File: src/rtl/fpu_pkg.sv
// Shared definitions for the FP issue slice: op encoding, register index type
// and register count.
package fpu_pkg;

  localparam int NUM_REGS = 32;

  localparam logic FADD = 1'b0;
  localparam logic FSUB = 1'b1;

  typedef logic [4:0] freg_idx_t;

endpackage

File: src/rtl/fp_regfile.sv
// 32x32 FP register file, two combinational read ports and one write port.
// A write in flight is forwarded to any read of the same index in that cycle.
module fp_regfile
  import fpu_pkg::*;
(
  input  logic        clk,
  input  logic        rst,
  input  freg_idx_t   rd_idx_a,
  output logic [31:0] rd_data_a,
  input  freg_idx_t   rd_idx_b,
  output logic [31:0] rd_data_b,
  input  logic        wr_en,
  input  freg_idx_t   wr_idx,
  input  logic [31:0] wr_data
);

  logic [31:0] regs [NUM_REGS];

  // f0 is an ordinary register here, so no index is special-cased
  always_ff @(posedge clk) begin
    if (!rst) begin
      for (int i = 0; i < NUM_REGS; i++) begin
        regs[i] <= 32'h0;
      end
    end else if (wr_en) begin
      regs[wr_idx] <= wr_data;
    end
  end

  always_comb begin
    rd_data_a = (wr_en && (wr_idx == rd_idx_a)) ? wr_data : regs[rd_idx_a];
    rd_data_b = (wr_en && (wr_idx == rd_idx_b)) ? wr_data : regs[rd_idx_b];
  end

endmodule

File: src/rtl/fpu_issue.sv
// FP add/sub issue stage: scoreboarded hazard check, operand read with
// writeback bypass, and a single valid/ready operand register toward the ALU.
module fpu_issue
  import fpu_pkg::*;
(
  input  logic        clk,
  input  logic        rst,
  input  logic        id_valid,
  output logic        id_ready,
  input  logic        id_op,
  input  freg_idx_t   id_rs1,
  input  freg_idx_t   id_rs2,
  input  freg_idx_t   id_rd,
  output logic        ex_valid,
  input  logic        ex_ready,
  output logic [31:0] ex_rs1_val,
  output logic [31:0] ex_rs2_val,
  output logic        ex_falu_ctrl,
  output freg_idx_t   ex_rd,
  input  logic        wb_en,
  input  freg_idx_t   wb_rd,
  input  logic [31:0] wb_data,
  input  logic        flush,
  output logic [31:0] sb_busy
);

  logic [31:0] sb;
  logic [31:0] wb_clr;
  logic [31:0] flush_clr;
  logic [31:0] acc_set;
  logic [31:0] sb_eff;
  logic [31:0] rs1_val;
  logic [31:0] rs2_val;
  logic        hazard;
  logic        accept;

  fp_regfile u_regfile (
    .clk       (clk),
    .rst       (rst),
    .rd_idx_a  (id_rs1),
    .rd_data_a (rs1_val),
    .rd_idx_b  (id_rs2),
    .rd_data_b (rs2_val),
    .wr_en     (wb_en),
    .wr_idx    (wb_rd),
    .wr_data   (wb_data)
  );

  // A bit retiring this cycle already counts as free for the hazard check
  always_comb begin
    wb_clr    = wb_en ? (32'd1 << wb_rd) : 32'd0;
    flush_clr = (flush && ex_valid && !ex_ready) ? (32'd1 << ex_rd) : 32'd0;
    sb_eff    = sb & ~wb_clr;
    hazard    = sb_eff[id_rs1] | sb_eff[id_rs2] | sb_eff[id_rd];
    id_ready  = rst & !hazard & !flush & (!ex_valid | ex_ready);
    accept    = id_valid & id_ready;
    acc_set   = accept ? (32'd1 << id_rd) : 32'd0;
  end

  // Setting wins over any clear of the same bit in the same cycle
  always_ff @(posedge clk) begin
    if (!rst) begin
      sb <= 32'd0;
    end else begin
      sb <= (sb & ~wb_clr & ~flush_clr) | acc_set;
    end
  end

  always_ff @(posedge clk) begin
    if (!rst) begin
      ex_valid     <= 1'b0;
      ex_rs1_val   <= 32'h0;
      ex_rs2_val   <= 32'h0;
      ex_falu_ctrl <= FADD;
      ex_rd        <= '0;
    end else if (accept) begin
      ex_valid     <= 1'b1;
      ex_rs1_val   <= rs1_val;
      ex_rs2_val   <= rs2_val;
      ex_falu_ctrl <= id_op;
      ex_rd        <= id_rd;
    end else if (flush || ex_ready) begin
      ex_valid <= 1'b0;
    end
  end

  assign sb_busy = sb;

endmodule

File: config.mk
export PLATFORM = sky130hd
export DESIGN_NAME = fpu_issue
export DESIGN_NICKNAME = d
export VERILOG_FILES = /design/src/rtl/fpu_pkg.sv /design/src/rtl/fp_regfile.sv /design/src/rtl/fpu_issue.sv
export SDC_FILE = /design/constraint.sdc
export NUM_CORES = 2
export LEC_CHECK = 0
export BUFFER_PORTS_ARGS = -buffer_cell sky130_fd_sc_hd__buf_2
export CORE_MARGIN = 4
export CORE_UTILIZATION = 40
export CTS_CLUSTER_DIAMETER = 50
export DETAILED_ROUTE_END_ITERATION = 10
export PLACE_DENSITY = 0.61
export REMOVE_ABC_BUFFERS = 1
export SYNTH_ARGS = -nofsm -noshare
export SYNTH_HDL_FRONTEND = slang
export SYNTH_SLANG_ARGS = --single-unit
export TNS_END_PERCENT = 5
File: constraint.sdc
create_clock -name clk -period 4.15 [get_ports clk]
set_input_delay 0.415 -clock clk [delete_from_list [all_inputs] [get_ports clk]]
set_output_delay 0.415 -clock clk [all_outputs]
set_load 0.02 [all_outputs]
---- After elaboration in Yosys (flattened, before gate mapping) ----
Memories as Yosys holds them, arrays and structs flattened. A register that Yosys moved wholly into a read port is not among the register bits.
Cells that the tools add are included.
cells by class
  bitwise logic cells ..................... 12
  shift operators ......................... 3
  multiplexer cells ....................... 18
  magnitude comparators ................... 3
  reduce and logical (&&, ||, !) cells .... 11
operators with widths
  kind                  count
  $mux 32               4
  $shl 1x5->32 const A  3
  $and 32x32->32        2
  $not 32->32           2
  $or 32x32->32         1
  $reduce_or 32->1      1
  $lt 5x6->1 const B    3
  $bmux 1 s5            3
  $mux 1                10
  $logic_not 1->1       6
  $mux 5                1
  $and 1x1->1           4
  $or 1x1->1            3
  $logic_and 1x1->1     2
  $reduce_bool 2->1     1
  $logic_or 1x1->1      1
word-level totals
  flip-flop bits (word level) ............. 39
  input bits .............................. 59
  output and inout port bits .............. 104
  memories ................................ 1
  memory bits (writable) .................. 1024
memory list
  name            depth  bits a word  rd ports  clocked after Yosys merged registers in  wr ports  line              RTL
  u_regfile.regs  32     32           2         2                                        32        fp_regfile.sv:17  logic [31:0] regs [NUM_REGS];

---- Logic depth before layout (Yosys ltp) ----
  word-level depth ........................ 15
  depth in mapped cells ................... 13
  depth with buffers taken out ............ 8

---- Hierarchy ----
Synthesis repeated with hierarchy kept, for this count alone.
unflattened totals
  cells, all modules ...................... 4815
  area total of the unflattened synthesis .. 61843.1 µm²
modules (own cells, without submodules)
  module      cells each  area an instance (µm²)  instances
  fp_regfile  4096        56248.9                 1
  fpu_issue   719         5594.1                  1

---- Least setup slack after synthesis ----
No wires, ideal clock.
  path type ............................... input to register
  start ................................... in wb_rd[0]
  end ..................................... mem u_regfile.regs[6][0] (enable)
  data arrival time ....................... 3.526 ns
  cell stages on the path ................. 4
  path slack .............................. 0.159 ns
  cell sequence ........................... buf_2 -> or4b_1 -> buf_2 -> o21ai_0
RTL lines
  item                line              RTL
  start: declaration  fpu_issue.sv:21   input freg_idx_t wb_rd,
  end: declaration    fp_regfile.sv:17

---- Worst setup path in the final report ----
  start ................................... in wb_rd[4]
  end ..................................... out id_ready
on the way
  cells in the longest elaborated chain, start to end .. 12
RTL lines
  item                          line             RTL
  $shl 1x5->32 *                fpu_issue.sv:51  wb_clr = wb_en ? (32'd1 << wb_rd) : 32'd0;
  $mux 32 *                     fpu_issue.sv:51
  $not 32->32 *                 fpu_issue.sv:53  sb_eff = sb & ~wb_clr;
  $and 32x32->32 *              fpu_issue.sv:53
  $bmux 1 s5                    fpu_issue.sv:54  hazard = sb_eff[id_rs1] | sb_eff[id_rs2] | sb_eff[id_rd];
  $mux 1 (not written as such)  fpu_issue.sv:54
  $or 1x1->1                    fpu_issue.sv:54
  $or 1x1->1 *                  fpu_issue.sv:54
  $logic_not 1->1 *             fpu_issue.sv:55  id_ready = rst & !hazard & !flush & (!ex_valid | ex_ready);
  $and 1x1->1 * (3 in a row)    fpu_issue.sv:55
  end: declaration              fpu_issue.sv:9   output logic id_ready,
Every way passes the cells marked *; elsewhere a longest branch is shown, timed or not. The select of a mux whose other input is x is not followed.

==> results by group <==
Floorplan
  – Die Area: 156700 µm²
  – Starting density of the core: 40.21%
  – Core area: 149600 µm²
  – Rows: 142
  – Die height: 395.8 µm
  – # IOs: 163
  – Die W: 395.8 µm

Clock tree
  – CTS Buffer Depth: 3
  – Inserted Clock Buffers: 141
  – CTS Root Cell: clkbuf_16
  – Sink Count: 1127
  – Worst skew pair latency: 780 ps
  – Clock edge transition at the registers on the reported setup and hold paths: 60 ps
  – Htree depth: 4
  – TritonCTS clock tree: done

Timing
  – Hold Slack: 91.54 ps
  – Final setup fails: 0
  – Relative slew slack: 26.35%
  – Unrepaired setup endpoints after global routing: false
  – Crit share post-route: 89.59%
  – Final Slew Violations: 0
  – Fin crit period: 3718 ps
  – Max Fclk: 269.0 MHz
  – Final Hold Violating Endpoints: 0
  – Setup Skew: 37.07 ps
  – Worst slew pin tran: 1101 ps

GRT
  – Initial antenna violation count: 19
  – Vias in the first global route: 39100
  – Total GRT Usage: 26.67%
  – First-pass GRT wire length: 297.3 mm
  – Grt total ovfl: 0
  – Largest net degree at the start of global routing: 81

Synthesis
  – Async SR Flop Fraction: 0%
  – Synth Cell Area: 60150 µm²
  – EDFF count, synth: 1024
  – Register area share after synthesis: 54.55%
  – Yosys reg bits: 1127
  – Distinct cells, synth: 70
  – Post-synth top cells: 1024 x edfxtp_1, 996 x and2_1, 641 x mux4_2
  – Synth Flop Type: edfxtp_1
  – Mapped Cells: 4026
  – Top-area cell type share of the netlist area: 51.12%
  – Synth warnings: 0
  – Dominant cell type by area after synthesis: edfxtp_1
  – Top cells by area, synth: edfxtp_1 51%, mux4_2 24%, and2_1 10%
  – Mapped Avg Cell Area: 14.94 µm²
  – Count leader, synth: edfxtp_1

Worst setup path
  – Arrival time of the worst setup path: 3300 ps
  – Worst R2R Start: sb_busy[27]$_SDFF_PN0_
  – R2r setup slk: 680 ps
  – Required time worst endpoint: 3730 ps
  – Critical Path Sink Type: output pin
  – CP max FO: 21
  – CP Launch Type: input pin
  – R2R Path End: ex_valid$_SDFFE_PN0P_
  – Worst setup path class: in -> out
  – Reg2Reg Depth: 9

Route
  – WL/cell: 33.90 µm
  – Met3 wire len: 23.96 mm
  – Met1 Routed Length: 79.80 mm
  – Total Wirelength: 211.3 mm
  – 1st-pass router iterations: 6
  – Max layer used: met5
  – Via count: 39390
  – Initial DRC Count: 5940
  – Via density per instance: 6.320
  – Antenna Nets Post-Route: 0
  – DR DRC count: 0
  – DR WL met2: 99.83 mm

Place
  – Placer Congestion: 0.9404
  – Dpl cells: 5955
  – Port buffer count: 162
  – HPWL after DPL: 123.0 mm

Pwr
  – Total power divided by cell area: 422.0 nW/µm²
  – Tot Pwr: 29.05 mW
  – VDD IR max: 0.0004330 V
  – Static Leakage: 24.21 nW

Finish
  – Layout cells sized above 1: 30.40%
  – Final Non-Filler Cells: 6232
  – Layout overhead on the synthesized area: 14.42%
  – Final #Nets: 4144

Hold path
  – WHS Endpoint: sb_busy[21]$_SDFF_PN0_
  – Hold path depth: 3
  – Worst Min Path Start: id_rd[4]
  – Worst Hold Class: in -> reg

Run
  – Max cap viols: 0

Outcome
  – Status: finished, final reports clean
-- how the worst max path moves through the flow --
stage	startpoint	end	slack, ps	cells past startpoint
final	wb_rd[4]	id_ready	430	9
after global routing	wb_rd[4]	id_ready	300	9
after CTS	wb_rd[3]	id_ready	500	9
after detailed placement	wb_rd[3]	sb_busy[31]$_SDFF_PN0_	210	10
after global placement	wb_rd[3]	sb_busy[11]$_SDFF_PN0_	190	10
after floorplan	wb_rd[0]	sb_busy[11]$_SDFF_PN0_	-1940	8
-- logic make-up after synthesis --
kind of cell,after synthesis,share of synthesized area (%)
AOI/OAI and AO/OA,248,2.675
DFF,1127,54.55
xor gates and xnor gates,10,0.1456
muxes,751,25.83
and+or+nand+nor,1448,13.91
buffers and inverters,442,2.891
-- cell type report --
type                    count  area (µm²)
inverters                  14       52.55
flip-flops and latches   1127       32810
repair buffers            344        2654
diodes                     16       40.04
multi-input cells        2457       26080
well taps                2016        2522
fillers                 13030       80770
clock inverters            85       840.8
clock buffers             173        3827
-- power breakdown --
part / switching (mW) / internal, mW
sequential: 0.299 / 13.0
combinational: 1.88 / 1.48
clock: 5.01 / 7.40
total: 7.19 / 21.9
-- metal layers --
metal	vias to the layer above	GRT usage (%)
li1	15660	-
met1	20530	36.07
met2	2724	42.16
met3	467	6.576
met4	2	9.422
met5	-	0.3695
-- registers in the layout, summed over array words and instances, names as in the netlist --
signal / flops
ex_valid: 1
ex_rd: 5
sb_busy: 32
ex_rs2_val: 32
ex_rs1_val: 32
u_regfile.regs: 1024
ex_falu_ctrl: 1
-- cells in the final DEF (no fill, tap or decap), types with 8 or more instances in the layout --
cell	count
and3_1	34
buf_4	150
diode_2	16
buf_12	32
a21oi_1	22
and2_1	996
nand2_2	9
o21ai_4	21
clkbuf_1	22
clkbuf_16	148
clkinv_2	30
nor2b_1	9
nor2_4	16
nand2b_1	14
bufinv_16	13
buf_2	152
mux2i_1	109
nor2_1	26
mux4_2	641
o211ai_1	23
o2111ai_1	8
nand4_1	14
nand2_1	217
a311o_1	8
dfxtp_1	103
edfxtp_1	1024
nor3_2	15
o31ai_1	35
clkinv_1	20
o21ai_0	83
nor3_1	8
inv_1	9
xnor2_1	8
nand3_1	49
-- what timing repair did --
item / in CTS / in global routing
hold buffers: 3 / 0
setup buffers: 0 / 0
gates resized for setup: 0 / 0
endpoints found under the hold margin: 2 / 0
-- stage by stage --
stage	setup TNS [ps]	instance area, µm²	utilization, %	worst slack [ps]
2_1_floorplan	-170250	58470	-	-1939
3_3_place_gp	0	64090	42.84	192.2
3_5_place_dp	0	64090	42.84	214.9
4_1_cts	0	68790	45.98	499.3
5_1_grt	0	68790	45.98	301.5
6_report	0	68830	46.01	431.9
-- critical path, stage by stage --
cell and delay [ps]:
buf_2 370, or4bb_1 770, o21ai_1 440, a221oi_1 160, a31oi_1 180, o22ai_1 100, nor4_2 440, and2_1 220
buf_2 170
No activity file was read; power rests on OpenSTA's default activity.
